### src/rtl/dcm_ps_ctrl.sv
// DCM reset/lock sequencer with a single-step dynamic phase-shift front end.
// Recovers from lock loss or stopped CLKIN by re-running the reset pulse.
`timescale 1ns/1ps
module dcm_ps_ctrl #(
  parameter int RST_CYCLES   = 3,
  parameter int LOCK_TIMEOUT = 4095,
  parameter int PS_RANGE     = 255
) (
  input  logic              m_clock,
  input  logic              p_reset,
  input  logic              relock,
  input  logic              step_req,
  input  logic              step_inc,
  output logic              step_ack,
  output logic              step_rej,
  output logic              dcm_rst,
  input  logic              dcm_locked,
  input  logic [7:0]        dcm_status,
  output logic              dcm_psen,
  output logic              dcm_psincdec,
  input  logic              dcm_psdone,
  output logic              ready,
  output logic signed [8:0] phase,
  output logic              lock_err,
  output logic              ps_err
);

  localparam int SYNC_STAGES = 2;
  localparam int CNT_MAX     = (LOCK_TIMEOUT > RST_CYCLES) ? LOCK_TIMEOUT : RST_CYCLES;
  localparam int CW          = $clog2(CNT_MAX + 1);
  localparam logic [CW-1:0] RST_LAST = CW'(RST_CYCLES - 1);
  localparam logic [CW-1:0] TO_LAST  = CW'(LOCK_TIMEOUT - 1);
  localparam logic signed [8:0] PMAX = 9'(PS_RANGE);
  localparam logic signed [8:0] PMIN = -PMAX;

  typedef enum logic [2:0] {
    RST_PULSE,
    WAIT_LOCK,
    IDLE,
    PS_ISSUE,
    PS_WAIT
  } state_t;

  state_t              state_reg;
  logic [CW-1:0]       cnt_reg;
  logic                lock_sync_reg [SYNC_STAGES];
  logic                step_ack_reg;
  logic                step_rej_reg;
  logic                dcm_rst_reg;
  logic                dcm_psen_reg;
  logic                dcm_psincdec_reg;
  logic                ready_reg;
  logic signed [8:0]   phase_reg;
  logic                lock_err_reg;
  logic                ps_err_reg;

  logic lock_ok;
  logic fault;
  logic at_limit;
  logic enter_rst;
  logic unused_status;

  genvar gi;
  generate
    for (gi = 0; gi < SYNC_STAGES; gi++) begin : g_lock_sync
      if (gi == 0) begin : g_first
        always_ff @(posedge m_clock) begin
          if (p_reset) lock_sync_reg[gi] <= 1'b0;
          else         lock_sync_reg[gi] <= dcm_locked;
        end
      end else begin : g_next
        always_ff @(posedge m_clock) begin
          if (p_reset) lock_sync_reg[gi] <= 1'b0;
          else         lock_sync_reg[gi] <= lock_sync_reg[gi-1];
        end
      end
    end
  endgenerate

  assign lock_ok       = lock_sync_reg[SYNC_STAGES-1];
  assign fault         = !lock_ok || dcm_status[1];
  assign at_limit      = step_inc ? (phase_reg == PMAX) : (phase_reg == PMIN);
  assign unused_status = ^{dcm_status[7:2], dcm_status[0]};

  // Every path back to RST_PULSE funnels through here; lock loss beats PSDONE.
  always_comb begin
    enter_rst = 1'b0;
    case (state_reg)
      WAIT_LOCK: enter_rst = !lock_ok && (cnt_reg == TO_LAST);
      IDLE:      enter_rst = fault || relock;
      PS_ISSUE:  enter_rst = fault;
      PS_WAIT:   enter_rst = fault || (!dcm_psdone && (cnt_reg == TO_LAST));
      default:   enter_rst = 1'b0;
    endcase
  end

  always_ff @(posedge m_clock) begin
    if (p_reset) begin
      state_reg        <= RST_PULSE;
      cnt_reg          <= '0;
      step_ack_reg     <= 1'b0;
      step_rej_reg     <= 1'b0;
      dcm_rst_reg      <= 1'b1;
      dcm_psen_reg     <= 1'b0;
      dcm_psincdec_reg <= 1'b0;
      ready_reg        <= 1'b0;
      phase_reg        <= '0;
      lock_err_reg     <= 1'b0;
      ps_err_reg       <= 1'b0;
    end else begin
      step_ack_reg <= 1'b0;
      step_rej_reg <= 1'b0;
      dcm_psen_reg <= 1'b0;
      if (enter_rst) begin
        state_reg   <= RST_PULSE;
        cnt_reg     <= '0;
        dcm_rst_reg <= 1'b1;
        ready_reg   <= 1'b0;
        phase_reg   <= '0;
        if (state_reg == WAIT_LOCK) lock_err_reg <= 1'b1;
        if (state_reg == PS_WAIT && !fault) ps_err_reg <= 1'b1;
      end else begin
        case (state_reg)
          RST_PULSE: begin
            phase_reg <= '0;
            if (cnt_reg == RST_LAST) begin
              state_reg   <= WAIT_LOCK;
              dcm_rst_reg <= 1'b0;
              cnt_reg     <= '0;
            end else begin
              cnt_reg <= cnt_reg + CW'(1);
            end
          end
          WAIT_LOCK: begin
            if (lock_ok) begin
              state_reg <= IDLE;
              ready_reg <= 1'b1;
            end else begin
              cnt_reg <= cnt_reg + CW'(1);
            end
          end
          IDLE: begin
            // The ack cycle blanks step_req so a held level yields one step per ack.
            if (step_req && !step_ack_reg) begin
              if (at_limit) begin
                step_ack_reg <= 1'b1;
                step_rej_reg <= 1'b1;
              end else begin
                state_reg        <= PS_ISSUE;
                dcm_psen_reg     <= 1'b1;
                dcm_psincdec_reg <= step_inc;
                ready_reg        <= 1'b0;
              end
            end
          end
          PS_ISSUE: begin
            state_reg <= PS_WAIT;
            cnt_reg   <= '0;
          end
          PS_WAIT: begin
            if (dcm_psdone) begin
              state_reg    <= IDLE;
              ready_reg    <= 1'b1;
              step_ack_reg <= 1'b1;
              phase_reg    <= dcm_psincdec_reg ? phase_reg + 9'sd1 : phase_reg - 9'sd1;
            end else begin
              cnt_reg <= cnt_reg + CW'(1);
            end
          end
          default: begin
            state_reg   <= RST_PULSE;
            cnt_reg     <= '0;
            dcm_rst_reg <= 1'b1;
            ready_reg   <= 1'b0;
          end
        endcase
      end
    end
  end

  assign step_ack     = step_ack_reg;
  assign step_rej     = step_rej_reg;
  assign dcm_rst      = dcm_rst_reg;
  assign dcm_psen     = dcm_psen_reg;
  assign dcm_psincdec = dcm_psincdec_reg;
  assign ready        = ready_reg;
  assign phase        = phase_reg;
  assign lock_err     = lock_err_reg;
  assign ps_err       = ps_err_reg;

endmodule

### config.mk
export PLATFORM = sky130hd
export DESIGN_NAME = dcm_ps_ctrl
export DESIGN_NICKNAME = d
export VERILOG_FILES = /design/src/rtl/dcm_ps_ctrl.sv
export SDC_FILE = /design/constraint.sdc
export NUM_CORES = 1
export LEC_CHECK = 0
export BUFFER_PORTS_ARGS = -buffer_cell sky130_fd_sc_hd__clkbuf_2
export CAP_MARGIN = 10
export CORE_UTILIZATION = 41
export DETAILED_ROUTE_END_ITERATION = 10
export PLACE_DENSITY_LB_ADDON = 0.25
export SLEW_MARGIN = 25
export SYNTH_ARGS = -nofsm -noshare
export SYNTH_HDL_FRONTEND = slang
export SYNTH_SLANG_ARGS = --single-unit
### constraint.sdc
create_clock -name m_clock -period 2.3 [get_ports m_clock]
set_input_delay 0.23 -clock m_clock [delete_from_list [all_inputs] [get_ports m_clock]]
set_output_delay 0.23 -clock m_clock [all_outputs]
set_load 0.1 [all_outputs]
==> key figures <==
Status
  • Outcome: finished, final reports clean

Timing
  • Setup ws final: 155.6 ps
  • Worst hold margin: ~150 ps
  • Fin crit share: approximately 93%
  • Worst-Margin Slew: about 630 ps
  • Hold Violations, Final: 0
  • Fmax: around 470 MHz
  • Max-slew violation count: 0
  • Slew HR: between 50% and 60%
  • Post-layout min period: around 2100 ps
  • Max Clock Skew: around 10 ps
  • Final setup vio count: 0

GRT
  • Initial antenna violation count: 0
  • Largest net degree at the start of global routing: 19
  • GRT Total Usage: 17.91%
  • Total gr overflow: 0
  • Number of global-route vias before repair: roughly 1.6k
  • First-pass GRT wire length: slightly above 7000 um

Placed design
  • Routability cong.: roughly 0.8
  • Number of port buffers: 24
  • Post-detail-place hpwl: a little over 3000 um
  • Post-DP Area: roughly 2200 sq um
  • Place WS: about 170 ps

Die
  • Die area: just over 5000 sq um
  • Die Height: between 70 and 80 um
  • Width of the die: roughly 70 um
  • Starting Density: 42.48%
  • Core box area: 4692 sq um
  • Ports: 32
  • Row cnt: 25

Power
  • P_int: between 1000 and 1500 uW
  • Pleak: around 0.0009 uW
  • P_sw: just over 600 uW
  • Pwr Density: roughly 760 nW/um^2
  • Comb pwr share: around 28%
  • Sequential power share: 39.2%
  • Clk pwr share: between 30% and 40%
  • Sw Ratio: 34.97%
  • Max IR drop VDD: approximately 0.59 mV

Synthesis
  • Synth Instances: 226
  • Synth warn: 0
  • Syn_nets: between 200 and 300
  • Most area-consuming cells after synthesis: dfxtp_1 34%, ha_1 5.6%, nor2_4 5.6%
  • Area leader, netlist: dfxtp_1
  • Area fraction of the dominant cell type after synthesis: 34.15%
  • EDFF count, synth: 0
  • Post-synthesis cell area: between 1500 and 2000 sq um
  • Synth cell types: slightly below 60
  • Syn avg cell area: between 8 and 9 sq um
  • Seq/Total Area, Yosys: around a third
  • Ys async rst share: 0%
  • Main synth FF type: dfxtp_1
  • #FFs+latches synth: 34

Routing
  • Via Count: 1715
  • Wirelength per Cell: 13.77 um
  • ANT nets after route: 0
  • Drt via density: approximately 5.5
  • DRC errors left: 0
  • Routed WL: 4310 um
  • DRT iter0 DRCs: 117
  • Drt first pass iters: 4

Clock tree
  • CTS tree: done
  • Sinks on Clock Net: 34
  • Clock-pin slew on the worst setup and hold paths: around 70 ps
  • Clock Latency Late Sink: ~290 ps
  • Num CTS Buffers: 5
  • Root buf cell: clkbuf_8
  • CTS max path bufs: 2
  • H-tree Lvls: 2

Critical path
  • Crit path max fanout: 6
  • Worst setup SP type: flop
  • Crit end category: flop
  • Worst EP arrival: about 2400 ps
  • Data required time at the worst endpoint: between 2000 and 3000 ps
  • Kind of critical path: reg2reg

Layout
  • Post-Route Utilization: 49.44%
  • Share of layout cells above drive strength 1: 26.25%
  • Max FFs per register: 12
  • Final Instance Area: 2320 sq um
  • Layout net count: roughly 280
  • Area grow syn2layout: 16.38%
  • Fillcell total: ~450
  • Inserted Diodes: 0

Run
  • Max_cap viols: 0

Hold path
  • Hold Path Class: in2reg
## cell usage after synthesis, types with 2 or more instances
library cell and count:
a21oi_1 13, nor2_4 10, nor2b_1 3, nand3_1 9, buf_6 2, and2_1 2, inv_1 10, nand4_1 5
nor3_1 6, and4_1 3, xnor2_1 5, and3_1 5, xor2_1 11, buf_2 3, or3_1 3, a22oi_1 3
dfxtp_1 34, ha_1 9, a21o_1 4, nand2_1 10, o21ai_0 6, nor2_1 26, nor4_1 5, a31oi_1 4
## critical path: stages (launching register included)
cell	delay (ps)
dfxtp_4	380
clkinvlp_4	150
buf_4	170
ha_1	370
o2111ai_1	160
a32oi_1	260
xnor2_1	110
or3_1	350
a31oi_1	120
## cell usage in the layout, fill, tap and decap left out, types with 2 or more instances in the layout
cell type,synthesis,layout
dfxtp_1,34,27
nor2_1,26,26
clkbuf_2,0,24
a21oi_1,13,13
xor2_1,11,11
nand2_1,10,10
nor2_4,10,10
buf_4,1,10
inv_1,10,9
nand3_1,9,9
ha_1,9,9
nor3_1,6,6
o21ai_0,6,6
clkbuf_8,0,6
and3_1,5,5
nand4_1,5,5
nor4_1,5,5
xnor2_1,5,5
a21o_1,4,4
a31oi_1,4,4
dfxtp_2,0,4
or3_1,3,3
and4_1,3,3
nor2b_1,3,3
a22oi_1,3,3
dfxtp_4,0,3
and2_1,2,2
## power groups by stage
stage                     Clock, uW  Sequential (uW)  Combinational [uW]
after floorplan                   0              778                 332
after global placement            0              697                 493
after detailed placement          0              699                 498
after CTS                       576              686                 501
after global routing            602              693                 545
final                           568              686                 498
## repair_timing
item,CTS,global route
endpoints found under the setup margin,0,2
hold buffers,0,0
setup buffers,0,3
resized for setup,0,1
## cell type report
| class | count | area (sq um) | area share [%] |
|---|---|---|---|
| Clock buffer | 6 | 82.58 | 3.560 |
| Clock inverter | 1 | 30.03 | 1.295 |
| Inverter | 11 | 45.04 | 1.942 |
| Multi-Input combinational cell | 173 | 1202 | 51.83 |
| Sequential cell | 34 | 696.9 | 30.04 |
| Tap cell | 54 | 67.56 | 2.913 |
| Timing Repair Buffer | 34 | 195.2 | 8.414 |
## layer usage
metal / up-vias / global-route usage, % / part of all wire [%]
met5: - / 0 / 0
met1: 779 / 23.81 / 50
met4: 0 / 8.715 / 2.0
li1: 886 / - / -
met3: 10 / 3.657 / 3.4
met2: 40 / 27.67 / 45
## logic make-up (layout without fill, tap and decap cells)
| family | count (synthesis) | count (layout) | synth area share, % |
|---|---|---|---|
| simple gates | 96 | 96 | 28.81 |
| xor+xnor | 16 | 16 | 7.031 |
| compound gates | 50 | 50 | 17.33 |
| mux | 1 | 1 | 0.5022 |
| buf+inv | 19 | 52 | 5.524 |
| fa+ha+maj | 10 | 10 | 6.654 |
| flops | 34 | 34 | 34.15 |
## per-stage QoR
step                      setup TNS, ps  total power (uW)  instances
after floorplan                       0              1111        226
after global placement                0              1190        303
after detailed placement              0              1197        303
after CTS                             0              1762        310
after global routing            -0.4534              1840        313
final                                 0              1752        313
## worst paths after layout
check / endpoint / from / cells past startpoint / slack [ps]
setup / recovery: phase[8] / dcm_psincdec / 8 / 160
hold / removal: lock_sync_reg[0] / dcm_locked / 2 / 150
setup reg to reg: phase[8] / dcm_psincdec / 8 / 160
hold reg to reg: lock_sync_reg[1] / lock_sync_reg[0] / 1 / 440
Power figures use the tool's default switching activity.
